`src/rtl/counter_ctrl_pkg.sv`:
```
// Shared types and constants for the lab counter sequencing controller.
// Includes the state encoding, the default widths and the divide-setting legality check.
package counter_ctrl_pkg;

  localparam int unsigned CNT_W_DEF = 24;
  localparam int unsigned DIV_W_DEF = 6;
  localparam logic [CNT_W_DEF-1:0] MAX_COUNT = 24'hFF_FFFF;

  typedef enum logic [2:0] {
    ST_IDLE  = 3'd0,
    ST_CLEAR = 3'd1,
    ST_RUN   = 3'd2,
    ST_DONE  = 3'd3,
    ST_ERR   = 3'd4
  } state_t;

  // A shift of zero or of the full width leaves no usable run bound.
  function automatic logic div_invalid(input int unsigned div, input int unsigned cnt_w);
    return (div == 0) || (div >= cnt_w);
  endfunction

endpackage

```
`src/rtl/counter_ctrl_if.sv`:
```
// Board-side bundle between the key/switch front end and the counter controller.
// master drives the buttons, switches and count feedback; slave is the controller.
interface counter_ctrl_if
  import counter_ctrl_pkg::*;
#(
  parameter int unsigned CNT_W = CNT_W_DEF,
  parameter int unsigned DIV_W = DIV_W_DEF
);
  logic             start;
  logic             stop;
  logic             clear;
  logic [DIV_W-1:0] sw_divideby;
  logic             sw_updown;
  logic             sw_freerun;
  logic [CNT_W-1:0] count;

  logic             enable1;
  logic             enable2;
  logic             counter_reset;
  logic             updown;
  logic             freerun;
  logic [DIV_W-1:0] divideby;
  logic [CNT_W-1:0] halfmax;
  logic             done;
  logic             err;
  logic [2:0]       state;

  modport master (
    output start, stop, clear, sw_divideby, sw_updown, sw_freerun, count,
    input  enable1, enable2, counter_reset, updown, freerun, divideby,
           halfmax, done, err, state
  );

  modport slave (
    input  start, stop, clear, sw_divideby, sw_updown, sw_freerun, count,
    output enable1, enable2, counter_reset, updown, freerun, divideby,
           halfmax, done, err, state
  );

endinterface

```
`src/rtl/counter_ctrl_tick_prescaler.sv`:
```
// Divides the system clock down to the count tick; tick is high on the last
// prescaler cycle of each TICK_DIV period while enabled.
module tick_prescaler #(
  parameter int unsigned TICK_DIV = 50_000_000
) (
  input  logic clk,
  input  logic reset,
  input  logic clr,
  input  logic en,
  output logic tick
);

  localparam int unsigned    PW   = $clog2(TICK_DIV);
  localparam logic [PW-1:0]  LAST = PW'(TICK_DIV - 1);

  logic [PW-1:0] cnt_q, cnt_d;

  always_comb begin
    cnt_d = cnt_q;
    if (clr) begin
      cnt_d = '0;
    end else if (en) begin
      cnt_d = (cnt_q == LAST) ? '0 : cnt_q + 1'b1;
    end
  end

  always_ff @(posedge clk or posedge reset) begin
    if (reset) begin
      cnt_q <= '0;
    end else begin
      cnt_q <= cnt_d;
    end
  end

  assign tick = en && (cnt_q == LAST);

endmodule

```
`src/rtl/counter_ctrl.sv`:
```
// Sequencing controller for the lab up/down counter: latches switch modes on start,
// paces counting with the prescaled tick and ends bounded runs from count feedback.
module counter_ctrl
  import counter_ctrl_pkg::*;
#(
  parameter int unsigned TICK_DIV = 50_000_000,
  parameter int unsigned CNT_W    = CNT_W_DEF,
  parameter int unsigned DIV_W    = DIV_W_DEF
) (
  input logic           clk,
  input logic           reset,
  counter_ctrl_if.slave bus
);

  localparam logic [CNT_W-1:0] ALL_ONES = '1;

  state_t           state_q, state_d;
  logic             go_q, go_d;
  logic             updown_q, updown_d;
  logic             freerun_q, freerun_d;
  logic [DIV_W-1:0] div_q, div_d;
  logic [CNT_W-1:0] half_q, half_d;
  logic             en1_q, en1_d;
  logic             en2_q, en2_d;
  logic             crst_q, crst_d;
  logic             done_q, done_d;
  logic             err_q, err_d;

  logic tick;
  logic run_finished;

  tick_prescaler #(
    .TICK_DIV(TICK_DIV)
  ) u_prescaler (
    .clk  (clk),
    .reset(reset),
    .clr  (state_q == ST_CLEAR),
    .en   (state_q == ST_RUN),
    .tick (tick)
  );

  assign run_finished = !freerun_q &&
                        (updown_q ? (bus.count >= half_q) : (bus.count <= half_q));

  always_comb begin
    state_d   = state_q;
    go_d      = go_q;
    updown_d  = updown_q;
    freerun_d = freerun_q;
    div_d     = div_q;
    half_d    = half_q;

    if (bus.clear) begin
      state_d = ST_CLEAR;
      go_d    = 1'b0;
    end else begin
      unique case (state_q)
        ST_IDLE, ST_DONE: begin
          if (bus.start) begin
            updown_d  = bus.sw_updown;
            freerun_d = bus.sw_freerun;
            div_d     = bus.sw_divideby;
            half_d    = ALL_ONES >> bus.sw_divideby;
            if (div_invalid(32'(bus.sw_divideby), CNT_W)) begin
              state_d = ST_ERR;
            end else begin
              go_d    = 1'b1;
              state_d = ST_CLEAR;
            end
          end
        end
        ST_CLEAR: begin
          state_d = go_q ? ST_RUN : ST_IDLE;
          go_d    = 1'b0;
        end
        ST_RUN: begin
          if (bus.stop) begin
            state_d = ST_IDLE;
          end else if (run_finished) begin
            state_d = ST_DONE;
          end
        end
        ST_ERR: begin
          state_d = ST_ERR;
        end
        default: begin
          state_d = ST_IDLE;
        end
      endcase
    end

    // Outputs are decoded from the next state so they register as Moore outputs.
    en1_d  = (state_d == ST_CLEAR) || (state_d == ST_RUN) || (state_d == ST_ERR);
    en2_d  = (state_d == ST_CLEAR) ||
             ((state_q == ST_RUN) && (state_d == ST_RUN) && tick);
    crst_d = (state_d == ST_CLEAR);
    done_d = (state_d == ST_DONE);
    err_d  = (state_d == ST_ERR);
  end

  always_ff @(posedge clk or posedge reset) begin
    if (reset) begin
      state_q   <= ST_IDLE;
      go_q      <= 1'b0;
      updown_q  <= 1'b0;
      freerun_q <= 1'b0;
      div_q     <= '0;
      half_q    <= '0;
      en1_q     <= 1'b0;
      en2_q     <= 1'b0;
      crst_q    <= 1'b0;
      done_q    <= 1'b0;
      err_q     <= 1'b0;
    end else begin
      state_q   <= state_d;
      go_q      <= go_d;
      updown_q  <= updown_d;
      freerun_q <= freerun_d;
      div_q     <= div_d;
      half_q    <= half_d;
      en1_q     <= en1_d;
      en2_q     <= en2_d;
      crst_q    <= crst_d;
      done_q    <= done_d;
      err_q     <= err_d;
    end
  end

  assign bus.enable1       = en1_q;
  assign bus.enable2       = en2_q;
  assign bus.counter_reset = crst_q;
  assign bus.updown        = updown_q;
  assign bus.freerun       = freerun_q;
  assign bus.divideby      = div_q;
  assign bus.halfmax       = half_q;
  assign bus.done          = done_q;
  assign bus.err           = err_q;
  assign bus.state         = state_q;

endmodule

```
`src/flat_wrapper.sv`:
```
// flat-port wrapper written by rule: the top's interface ports become plain ports
module counter_ctrl_flat import counter_ctrl_pkg::*;
#(
  parameter int unsigned TICK_DIV = 50_000_000,
  parameter int unsigned CNT_W    = CNT_W_DEF,
  parameter int unsigned DIV_W    = DIV_W_DEF
)
  (clk, reset, bus_start, bus_stop, bus_clear, bus_sw_divideby, bus_sw_updown, bus_sw_freerun, bus_count, bus_enable1, bus_enable2, bus_counter_reset, bus_updown, bus_freerun, bus_divideby, bus_halfmax, bus_done, bus_err, bus_state);
  counter_ctrl_if #(.CNT_W(CNT_W), .DIV_W(DIV_W)) bus_i ();
  input logic clk;
  input logic reset;
  input wire logic [$bits(bus_i.start)-1:0] bus_start;
  input wire logic [$bits(bus_i.stop)-1:0] bus_stop;
  input wire logic [$bits(bus_i.clear)-1:0] bus_clear;
  input wire logic [$bits(bus_i.sw_divideby)-1:0] bus_sw_divideby;
  input wire logic [$bits(bus_i.sw_updown)-1:0] bus_sw_updown;
  input wire logic [$bits(bus_i.sw_freerun)-1:0] bus_sw_freerun;
  input wire logic [$bits(bus_i.count)-1:0] bus_count;
  output wire logic [$bits(bus_i.enable1)-1:0] bus_enable1;
  output wire logic [$bits(bus_i.enable2)-1:0] bus_enable2;
  output wire logic [$bits(bus_i.counter_reset)-1:0] bus_counter_reset;
  output wire logic [$bits(bus_i.updown)-1:0] bus_updown;
  output wire logic [$bits(bus_i.freerun)-1:0] bus_freerun;
  output wire logic [$bits(bus_i.divideby)-1:0] bus_divideby;
  output wire logic [$bits(bus_i.halfmax)-1:0] bus_halfmax;
  output wire logic [$bits(bus_i.done)-1:0] bus_done;
  output wire logic [$bits(bus_i.err)-1:0] bus_err;
  output wire logic [$bits(bus_i.state)-1:0] bus_state;
  assign bus_i.start = bus_start;
  assign bus_i.stop = bus_stop;
  assign bus_i.clear = bus_clear;
  assign bus_i.sw_divideby = bus_sw_divideby;
  assign bus_i.sw_updown = bus_sw_updown;
  assign bus_i.sw_freerun = bus_sw_freerun;
  assign bus_i.count = bus_count;
  assign bus_enable1 = bus_i.enable1;
  assign bus_enable2 = bus_i.enable2;
  assign bus_counter_reset = bus_i.counter_reset;
  assign bus_updown = bus_i.updown;
  assign bus_freerun = bus_i.freerun;
  assign bus_divideby = bus_i.divideby;
  assign bus_halfmax = bus_i.halfmax;
  assign bus_done = bus_i.done;
  assign bus_err = bus_i.err;
  assign bus_state = bus_i.state;
  counter_ctrl #(.TICK_DIV(TICK_DIV), .CNT_W(CNT_W), .DIV_W(DIV_W)) u_core (.clk(clk), .reset(reset), .bus(bus_i));
endmodule
```
`config.mk`:
```
export PLATFORM = sky130hd
export DESIGN_NAME = counter_ctrl_flat
export DESIGN_NICKNAME = d
export VERILOG_FILES = /design/src/rtl/counter_ctrl_pkg.sv /design/src/rtl/counter_ctrl_if.sv /design/src/rtl/counter_ctrl_tick_prescaler.sv /design/src/rtl/counter_ctrl.sv /design/src/flat_wrapper.sv
export SDC_FILE = /design/constraint.sdc
export NUM_CORES = 1
export LEC_CHECK = 0
export ABC_AREA = 1
export BUFFER_PORTS_ARGS = -buffer_cell sky130_fd_sc_hd__buf_2
export CORE_ASPECT_RATIO = 0.9
export CORE_UTILIZATION = 60
export DETAILED_ROUTE_END_ITERATION = 10
export PLACE_DENSITY = 0.94
export SLEW_MARGIN = 30
export SYNTH_ARGS = -nofsm -noshare
export SYNTH_HDL_FRONTEND = slang
export SYNTH_SLANG_ARGS = --single-unit
```
`constraint.sdc`:
```
create_clock -name clk -period 2.9 [get_ports clk]
set_input_delay 0.145 -clock clk [delete_from_list [all_inputs] [get_ports clk]]
set_output_delay 0.145 -clock clk [all_outputs]
set_load 0.05 [all_outputs]
```
==> run_results.csv, run 1 <==
group,metric,value,unit
clocking,max-clock-path-buffers,2,
yosys,synth-simple-area-share,22.6,%
placement,globalplace.congestion,0.941,
yosys,ys_seq_elements,67,
yosys,yosys_warns,0,
clocking,latest_clock_arrival_within_the_worst_skew_pair,360,ps
drt,drt_pre_antenna_iters,5,
yosys,syn_area_per_cell,8.05,µm²
run_status,run_status,"completed",
placement,dp_worst_setup_slack,873,ps
power,cellPowerDensity,622,mW/mm²
yosys,synthTopCellsByCount,"sky130_fd_sc_hd__nand2_1 (95), sky130_fd_sc_hd__inv_1 (71), sky130_fd_sc_hd__dfrtp_1 (67)",
setup_path,start_kind,"flop",
timing,fmax,459,MHz
min_path,worstHoldPathType,"in2reg",
yosys,postSynthCellCount,478,
power,power.share.sequential,40.0,%
yosys,synth_top_family_by_area,"simple AND/OR/NAND/NOR gates",
power,comb_power_share,35.9,%
die,boundaryPins,77,
timing,finalSetupViolCount,0,
yosys,synth-async-reset-ratio,100,%
finish,insertedDiodeCount,0,
setup_path,critPathCaptureType,"flop",
timing,setup-tns-final,0,ps
placement,dpl_cells,638,
yosys,post-synth-top-count-cell,"sky130_fd_sc_hd__nand2_1",
setup_path,critPathMaxFanout,19,
power,vdd_drop_max,0.605,mV
drt,number_of_vias_in_the_routed_layout,3684,
yosys,synth-compound-area-share,15.1,%
global_routing,grt_remaining_overflow,0,
timing,timing.final.hold_violations,0,
yosys,synth.area.top_cells,"sky130_fd_sc_hd__dfrtp_1 (44%), sky130_fd_sc_hd__nand2_1 (9.3%), sky130_fd_sc_hd__ha_1 (8.1%)",
finish,layout.cells.non_filler,655,
yosys,synth_adder_area_share,8.13,%
clocking,cts.sinks,67,
global_routing,antenna_found_initial,0,
yosys,post_synth_instance_area,0.00385,mm²
yosys,synth-edff-count,0,
drt,post_drt_via_cell_ratio,5.62,
drt,detail_route.wl_per_cell,15.3,µm
setup_path,critPathKind,"reg2reg",
yosys,yosysSeqAreaShare,43.6,%
die,placeable_core_area,0.00615,mm²
placement,io_buffer_count,76,
finish,final_nets,625,
drt,detail_route.wirelength,10.0,mm
clocking,cts-htree-levels,3,
die,die-width,86.4,µm
yosys,xor_xnor_cell_area_share_of_the_yosys_netlist,1.59,%
clocking,cts.root.buffer_cell,"sky130_fd_sc_hd__clkbuf_8",
power,internal_power,1600,µW
setup_path,worst-endpoint-arrival,2370,ps
timing,finalClockSkew,8.59,ps
timing,worst_slew_margin_rel,57.2,%
drt,antenna_left,0,
clocking,cts_repair_resize_count,0,
power,net-switching-power,1190,µW
drt,drc,0,
timing,postLayoutSetupSlackWorst,721,ps
finish,layout-drive-gt1-share,22.9,%
power,switching_share_of_total_power,42.7,%
clocking,clock_slew_at_reported_path_ffs,80,ps
yosys,synth_mux_area_share,0,%
yosys,ys_types,43,
timing,share_of_the_clock_period_used_by_the_worst_path,75.1,%
timing,min_period,2180,ps
yosys,synthDominantCellAreaShare,43.6,%
placement,hpwlAfterDp,7.47,mm
timing,worst_slew_pin_slew,641,ps
global_routing,first_global_vias,3638,
global_routing,gr-usage-all-layers,31.9,%
die,dieHeight,78.0,µm
yosys,synth_top_cell_by_area,"sky130_fd_sc_hd__dfrtp_1",
clocking,tritoncts_clock_tree,"done",
clocking,post-cts-setup-buffers,0,
setup_path,timing.critical_path.required,3090,ps
timing,rsz0062_at_grt,"no",
die,die-area,0.00673,mm²
die,fp-row-count,27,
run,drv_cap,0,
power,p_clk_share,24.2,%
power,total_leakage_power,0.00222,µW
finish,synthToLayoutAreaGrowth,17.0,%
die,start_util,62.6,%
global_routing,grt_start_max_net_pins,33,
timing,slew_violations,0,
yosys,mappedNetlistNets,540,
global_routing,global_route_wire_length_before_repair,16.6,mm
clocking,cts_inserted_buffers,9,
drt,drt_first_iter_violations,318,
yosys,ys.flop_type,"sky130_fd_sc_hd__dfrtp_1",
[cell type report]
type	count	area, µm²
Clock buffer	9	124
Clock inverter	7	45.0
Fill cell	456	1650
Inverter	82	308
Multi-Input combinational cell	323	1820
Sequential cell	67	1680
Tap cell	87	109
Timing Repair Buffer	80	413
[sequential cells by signal, summed over array words and instances, names as in the netlist, 3 cells and up]
signal,count
u_core.bus.halfmax,24
u_core.bus.state,3
u_core.u_prescaler.cnt_q,26
u_core.bus.divideby,6
[worst max-delay path, cell delays in order, from the launching register on]
cell,delay [ps]
sky130_fd_sc_hd__dfrtp_1,420
sky130_fd_sc_hd__ha_1,230
sky130_fd_sc_hd__nand4_2,150
sky130_fd_sc_hd__nor2_1,230
sky130_fd_sc_hd__nand4_1,240
sky130_fd_sc_hd__nand2_2,390
sky130_fd_sc_hd__a21oi_1,80
sky130_fd_sc_hd__o21ai_0,120
sky130_fd_sc_hd__o21ai_0,160
[worst paths after layout]
path                                                         startpoint                                        to  slack [ps]  depth (start not counted)
max in group asynchronous                                         reset  u_core.u_prescaler.cnt_q[22]$_DFFE_PP0P_        1880                          4
min in group asynchronous                                         reset  u_core.u_prescaler.cnt_q[25]$_DFFE_PP0P_         290                          3
worst min-delay path                                     bus_sw_freerun            u_core.bus.freerun$_DFFE_PP0P_           8                          3
worst max-delay path            u_core.u_prescaler.cnt_q[0]$_DFFE_PP0P_  u_core.u_prescaler.cnt_q[24]$_DFFE_PP0P_         720                          8
worst max register to register  u_core.u_prescaler.cnt_q[0]$_DFFE_PP0P_  u_core.u_prescaler.cnt_q[24]$_DFFE_PP0P_         720                          8
worst min register to register       u_core.bus.divideby[0]$_DFFE_PP0P_        u_core.bus.divideby[0]$_DFFE_PP0P_         500                          2
[per-layer routing]
metal	vias to the layer above	global-route usage, %	wire [µm]
li1	1738	-	-
met1	1740	40.7	4230
met2	170	52.2	4880
met3	36	8.51	622
met4	0	11.7	295
met5	-	0	0
[placed cells by master (no fill, tap or decap), drive strengths merged, types with 4 or more instances in the layout]
master    count
nand4         8
ha           25
nand3        17
nor3          7
a21oi        22
dfrtp        67
clkbuf        9
nor2         53
clkinvlp      4
buf          79
o21ai        52
clkinv        4
xor2          7
inv          81
o22ai        15
nand2        99
[cells by family (layout without fill, tap and decap cells)]
| group | count (synthesis) | count (layout) |
|---|---|---|
| AOI/OAI and AO/OA | 102 | 102 |
| xor gates and xnor gates | 7 | 7 |
| adders and majority gates | 25 | 25 |
| buffers and inverters | 88 | 178 |
| DFF | 67 | 67 |
| and+or+nand+nor | 189 | 189 |
[power by group through the flow]
stage               registers (µW)  logic [µW]  clock network [µW]
floorplan                     1510         343                   0
global placement              1130         954                   0
detailed placement            1130         992                   0
CTS                           1110        1000                 683
global route                  1130        1080                 711
finish                        1120        1000                 676
[repair_timing]
action,CTS,global route
endpoints found under the setup margin,0,0
hold endpoints to repair,13,0
hold buffers,1,0
[metrics by stage]
step / instance area (µm²) / util (%) / hold WS (ps) / power (µW)
floorplan: 3850 / - / 208 / 1860
global placement: 4320 / 70.3 / 127 / 2080
detailed placement: 4320 / 70.3 / 135 / 2120
CTS: 4500 / 73.2 / 2.09 / 2800
global route: 4500 / 73.2 / 36.0 / 2920
finish: 4500 / 73.2 / 7.81 / 2800
Note: power is estimated with default switching activity, not from simulation.
==> inputs of run 2 (changes only) <==
- CORE_UTILIZATION: 60 -> 50
- PLACE_DENSITY: 0.94 -> 0.84
- clock period: 2.9 -> 1.85 ns (I/O delays scaled with it)
==> run 2 against run 1 <==
Net effect:
- combinational power rose by 81%
- clock skew barely moved
- die area rose by 19%
- via count rose by 8.1%
- cell count rose by 6.0%
- fmax rose by 15%
- final area rose by 13%
- the run now ends with setup timing left
- setup slack got worse by 760 ps
- flip-flop and latch count did not move
- wire length rose by 12%
- worst hold slack improved by 25 ps
==> run_results.csv, run 2 (synthesis gave the netlist of run 1 again) <==
group,metric,value,unit
power,power.total,4800,µW
drt,drt_first_iter_violations,427,
die,boundaryPins,77,
finish,layout-drive-gt1-share,38.8,%
timing,finalSetupViolCount,3,
clocking,max-clock-path-buffers,2,
drt,detail_route.wl_per_cell,16.2,µm
global_routing,grt_remaining_overflow,0,
setup_path,ff2ff_path_depth,13,
timing,share_of_the_clock_period_used_by_the_worst_path,102,%
clocking,tritoncts_clock_tree,"done",
clocking,cts_inserted_buffers,9,
power,switching_share_of_total_power,41.2,%
finish,insertedDiodeCount,0,
clocking,cts-htree-levels,3,
drt,detail_route.wirelength,11.3,mm
finish,layout.cells.non_filler,694,
run_status,run_status,"finished, violations left",
power,total_leakage_power,0.00240,µW
drt,post_drt_via_cell_ratio,5.74,
setup_path,timing.critical_path.slowest_stage_cell,"sky130_fd_sc_hd__dfrtp_2",
setup_path,critical_path.cell_chain,"inv_2, ha_4, nand2_4, nor2_4, nand4_1, nor2_1, nand2_1, nand3_1, nand3_1, nand3_2, nand3_2, nand2_2, nand3b_1",
setup_path,crit_path_max_incr_delay,380,ps
finish,final_cell_mix,"sky130_fd_sc_hd__nand2_1 (84), sky130_fd_sc_hd__buf_2 (76), sky130_fd_sc_hd__inv_1 (56), sky130_fd_sc_hd__dfrtp_1 (44), sky130_fd_sc_hd__nor2_1 (38)",
min_path,holdPathStages,2,
placement,dpl_cells,660,
min_path,min-delay-start,"bus_sw_divideby[2]",
finish,fin_util,70.1,%
die,start_util,53.0,%
run,drv_cap,0,
global_routing,antenna_found_initial,0,
global_routing,gr-usage-all-layers,26.5,%
setup_path,critPathKind,"reg2reg",
finish,largest-register,"u_core.u_prescaler.cnt_q",
timing,fmax,529,MHz
drt,drt_pre_antenna_iters,6,
clocking,clock_slew_at_reported_path_ffs,70,ps
setup_path,source_of_the_worst_register_to_register_timing_path,"u_core.bus.halfmax[13]$_DFFE_PP0P_",
drt,number_of_vias_in_the_routed_layout,3983,
run_status,violations_in_the_final_reports,"setup timing",
setup_path,start_kind,"flop",
timing,rsz0062_at_grt,"yes",
timing,postLayoutSetupSlackWorst,-41.2,ps
power,power.share.sequential,36.9,%
drt,met1Wirelength,4.73,mm
setup_path,worst-endpoint-arrival,2130,ps
drt,drc,0,
power,vdd_drop_max,0.604,mV
power,cellPowerDensity,943,mW/mm²
clocking,cts.sinks,67,
die,fp-row-count,29,
setup_path,rr_endpoint,"u_core.bus.enable1$_DFF_PP0_",
timing,min_period,1890,ps
setup_path,r2r_setup_slack,-40,ps
finish,final_nets,658,
min_path,worstHoldPathType,"in2reg",
timing,slew_violations,0,
finish,layout_commonest_cell,"sky130_fd_sc_hd__nand2_1",
drt,top_signal_layer_used,"met4",
setup_path,critPathCaptureType,"flop",
setup_path,critPathMaxFanout,3,
clocking,cts.root.buffer_cell,"sky130_fd_sc_hd__clkbuf_8",
global_routing,first_global_vias,3550,
die,dieHeight,85.2,µm
power,comb_power_share,37.7,%
setup_path,timing.critical_path.required,2090,ps
placement,io_buffer_count,76,
die,die-area,0.00805,mm²
clocking,latest_clock_arrival_within_the_worst_skew_pair,360,ps
drt,wl_met2,5.00,mm
die,die-width,94.5,µm
finish,largest_register_ffs,26,
power,p_clk_share,25.4,%
drt,antenna_left,0,
power,internal_power,2820,µW
timing,worst_slew_pin_slew,392,ps
timing,worst_hold_slack,33.1,ps
power,net-switching-power,1980,µW
timing,timing.final.hold_violations,0,
drt,met3_wirelength,983,µm
die,placeable_core_area,0.00726,mm²
min_path,min_delay_worst_endpoint,"u_core.bus.halfmax[20]$_DFFE_PP0P_",
global_routing,global_route_wire_length_before_repair,16.4,mm
placement,hpwlAfterDp,7.52,mm
finish,synthToLayoutAreaGrowth,32.3,%
global_routing,grt_start_max_net_pins,28,
placement,globalplace.congestion,0.932,
placement,dp_worst_setup_slack,-75.8,ps
timing,worst_slew_margin_rel,73.8,%
timing,finalClockSkew,8.50,ps
==> run 2: changes by cell type in the layout (fill, tap and decap cells not counted), moves of 6 or more <==
| cell | delta |
|---|---|
| sky130_fd_sc_hd__buf_4 | +28 |
| sky130_fd_sc_hd__inv_1 | -14 |
| sky130_fd_sc_hd__ha_1 | -10 |
| sky130_fd_sc_hd__nand2_2 | +10 |
| sky130_fd_sc_hd__nor2_1 | -7 |
| sky130_fd_sc_hd__nand2_1 | -11 |
| sky130_fd_sc_hd__ha_4 | +10 |
| sky130_fd_sc_hd__dfrtp_1 | -23 |
| sky130_fd_sc_hd__inv_2 | +14 |
| sky130_fd_sc_hd__nor2_4 | +6 |
| sky130_fd_sc_hd__dfrtp_2 | +23 |
==> run 2: critical path, delay by kind of cell (launching register included) <==
kind          cells  cell delay, ps
buf+inv           1              60
simple gates     11            1040
flops             1             380
fa+ha+maj         1             290
==> run 2: final cells by class <==
class / instances / area, µm²
timing repair buffer: 113 / 693
clock inverter: 6 / 55.1
inverter: 82 / 312
sequential: 67 / 1710
multi-input combinational: 323 / 2070
fill: 509 / 2170
tap: 93 / 116
clock buffer: 10 / 138
==> run 2: timing repair <==
item | CTS | global route
hold buffers | 4 | 0
hold endpoints to repair | 18 | 0
gates cloned | 0 | 0
buffers inserted | 2 | 12
setup endpoints to repair | 3 | 22
pin swaps | 6 | 24
resized for setup | 9 | 49
==> run 2: power groups by stage <==
| stage | Sequential (µW) | Combinational [µW] | Clock (µW) |
|---|---|---|---|
| 6_report | 1770 | 1810 | 1220 |
| 5_1_grt | 1790 | 1940 | 1280 |
| 4_1_cts | 1760 | 1640 | 1220 |
| 3_5_place_dp | 1780 | 1580 | 0 |
| 3_3_place_gp | 1780 | 1550 | 0 |
| 2_1_floorplan | 2400 | 538 | 0 |
==> run 2: layer usage <==
layer  global-route usage, %  vias up
li1                        -     1802
met1                    38.8     1845
met2                    39.1      271
met3                    3.14       65
met4                    13.1        0
met5                       0        -
==> run 2: metrics by stage <==
stage,cell area (µm²),TNS (ps)
detailed placement,4500,-189
floorplan,3880,-10.1
global placement,4500,0
CTS,4790,0
finish,5090,-77.5
global route,5090,-720
==> run 2: worst max-delay path by stage <==
stage	from	endpoint	slack (ps)	depth (start not counted)
after global routing	u_core.bus.halfmax[10]$_DFFE_PP0P_	u_core.bus.enable1$_DFF_PP0_	-190	14
after CTS	u_core.bus.halfmax[17]$_DFFE_PP0P_	u_core.bus.enable1$_DFF_PP0_	2	14
after floorplan	u_core.bus.halfmax[12]$_DFFE_PP0P_	u_core.bus.enable1$_DFF_PP0_	-10	13
final	u_core.bus.halfmax[13]$_DFFE_PP0P_	u_core.bus.enable1$_DFF_PP0_	-40	13
after global placement	u_core.bus.halfmax[19]$_DFFE_PP0P_	u_core.bus.enable1$_DFF_PP0_	30	13
after detailed placement	u_core.bus.halfmax[23]$_DFFE_PP0P_	u_core.bus.enable1$_DFF_PP0_	-80	13
==> inputs of run 3 (changes only) <==
==> constraint.sdc (replaced) <==
create_clock -name clk -period 1.85 [get_ports clk]
set_input_delay 0 -clock clk [delete_from_list [all_inputs] [get_ports clk]]
set_output_delay 0 -clock clk [all_outputs]
set_load 0.05 [all_outputs]
==> run 3 against run 2 <==
Net effect:
- the flow still finishes with violations (setup timing)
- register-to-register slack got worse by 20 ps
- count of clock-buffer cells in the layout increased by 6
- core utilization increased by 2.6 points
- first-iteration DRC count decreased by 20%
- combinational power about the same
- sequential power about the same
- wire length increased by 0.43%
- sequential share of layout area decreased by 1.2 points
- critical path depth unchanged
- final area increased by 3.7%
==> run_results.csv, run 3 (synthesis gave the netlist of run 1 again) <==
group,metric,value,unit
global_routing,antenna_found_initial,0,
clocking,cts.root.buffer_cell,"sky130_fd_sc_hd__clkbuf_8",
clocking,latest_clock_arrival_within_the_worst_skew_pair,350,ps
drt,detail_route.wirelength,11.3,mm
min_path,holdPathStages,3,
timing,finalSetupViolCount,9,
timing,setup-tns-final,-184,ps
global_routing,grt_remaining_overflow,0,
setup_path,critPathKind,"reg2reg",
finish,largest_register_ffs,26,
run_status,run_status,"finished, violations left",
setup_path,critPathCaptureType,"flop",
power,total_leakage_power,0.00247,µW
finish,multi_input_comb_area,0.00218,mm²
finish,largest-register,"u_core.u_prescaler.cnt_q",
die,dieHeight,85.2,µm
die,die-width,94.5,µm
timing,worst_slew_pin_slew,494,ps
clocking,cts_inserted_buffers,9,
die,fp-row-count,29,
timing,finalClockSkew,7.39,ps
drt,post_drt_via_cell_ratio,5.57,
finish,insertedDiodeCount,0,
global_routing,grt_start_max_net_pins,46,
clocking,tritoncts_clock_tree,"done",
setup_path,ff2ff_path_depth,13,
die,start_util,53.0,%
clocking,max-clock-path-buffers,2,
run_status,violations_in_the_final_reports,"setup timing",
clocking,cts-htree-levels,3,
die,placeable_core_area,0.00726,mm²
placement,hpwlAfterDp,7.57,mm
timing,postLayoutSetupSlackWorst,-56.8,ps
timing,share_of_the_clock_period_used_by_the_worst_path,103,%
finish,final_cell_mix,"sky130_fd_sc_hd__nand2_1 (81), sky130_fd_sc_hd__buf_2 (76), sky130_fd_sc_hd__inv_1 (54), sky130_fd_sc_hd__dfrtp_1 (44), sky130_fd_sc_hd__nor2_1 (36)",
timing,worst_hold_slack,20.1,ps
timing,fmax,524,MHz
finish,fin_util,72.7,%
setup_path,timing.critical_path.required,2080,ps
setup_path,crit_path_max_incr_delay,360,ps
finish,fillerInstances,487,
clocking,cts.sinks,67,
timing,min_period,1910,ps
run,drv_cap,0,
finish,synthToLayoutAreaGrowth,37.1,%
drt,drt_first_iter_violations,341,
setup_path,critPathMaxFanout,3,
finish,final_nets,662,
placement,dp_worst_setup_slack,-58.0,ps
drt,detail_route.wl_per_cell,16.2,µm
setup_path,start_kind,"flop",
finish,layout-drive-gt1-share,40.3,%
global_routing,first_global_vias,3574,
setup_path,critical_path.cell_chain,"inv_1, ha_1, nand2_2, nor2_2, nand2_2, nor2_2, nand2_1, nand3_1, nand3_1, nand3_2, nand3_4, nand2_4, nand3b_1",
timing,slew_violations,0,
min_path,worstHoldPathType,"in2reg",
drt,drc,0,
global_routing,gr-usage-all-layers,26.5,%
drt,drt_pre_antenna_iters,5,
placement,globalplace.congestion,0.944,
die,boundaryPins,77,
die,die-area,0.00805,mm²
finish,sequential_area,0.00171,mm²
finish,layout_commonest_cell,"sky130_fd_sc_hd__nand2_1",
timing,timing.final.hold_violations,0,
timing,rsz0062_at_grt,"yes",
clocking,clock_slew_at_reported_path_ffs,70,ps
setup_path,timing.critical_path.slowest_stage_cell,"sky130_fd_sc_hd__dfrtp_2",
placement,io_buffer_count,76,
setup_path,worst-endpoint-arrival,2140,ps
power,cellPowerDensity,915,mW/mm²
drt,number_of_vias_in_the_routed_layout,3891,
drt,antenna_left,0,
power,vdd_drop_max,0.647,mV
timing,worst_slew_margin_rel,67.0,%
global_routing,global_route_wire_length_before_repair,16.4,mm
## run 3: where the power goes
part	switching, µW	internal, µW
clock	556	709
combinational	1280	528
sequential	102	1660
## run 3: layout make-up
class                           instances  share of cell area (%)
Tap cell                               93                    2.21
Clock buffer                           16                    3.99
Inverter                               82                    5.88
Timing Repair Buffer                  117                    14.3
Multi-Input combinational cell        323                    41.3
Sequential cell                        67                    32.3
## run 3: worst paths after layout
check | from | end | slack (ps)
setup reg to reg | u_core.bus.halfmax[18]$_DFFE_PP0P_ | u_core.bus.enable1$_DFF_PP0_ | -60
min in group asynchronous | reset | u_core.bus.enable2$_DFF_PP0_ | 220
hold reg to reg | u_core.bus.divideby[4]$_DFFE_PP0P_ | u_core.bus.divideby[4]$_DFFE_PP0P_ | 490
hold / removal | bus_sw_divideby[0] | u_core.bus.divideby[0]$_DFFE_PP0P_ | 20
setup / recovery | u_core.bus.halfmax[18]$_DFFE_PP0P_ | u_core.bus.enable1$_DFF_PP0_ | -60
max in group asynchronous | reset | u_core.bus.halfmax[11]$_DFFE_PP0P_ | 990
## run 3: per-layer routing
layer	wire, µm	share of wire, %	track usage [%]
met5	0	0	0
met4	459	4.1	13.8
met3	824	7.3	3.94
met2	5230	46	40.6
met1	4790	42	36.3
## run 3: through the flow
stage	power (µW)	area (µm²)	std cells
2_1_floorplan	2940	3880	478
3_3_place_gp	3320	4460	654
3_5_place_dp	3370	4460	654
4_1_cts	4670	4810	679
5_1_grt	5050	5270	698
6_report	4830	5270	698
## run 3: timing repair
action | in CTS | in global routing
endpoints found under the setup margin | 4 | 21
gates cloned | 0 | 1
hold buffers | 7 | 0
hold endpoints to repair | 31 | 0
resized for setup | 11 | 68
pin swaps | 11 | 34
setup buffers | 2 | 18
## run 3: worst max-delay path, delay by kind of cell, from the launching register on
kind	cells	cell delay (ps)
adders and majority gates	1	300
buffers and inverters	1	60
DFF	1	360
and+or+nand+nor	11	1060
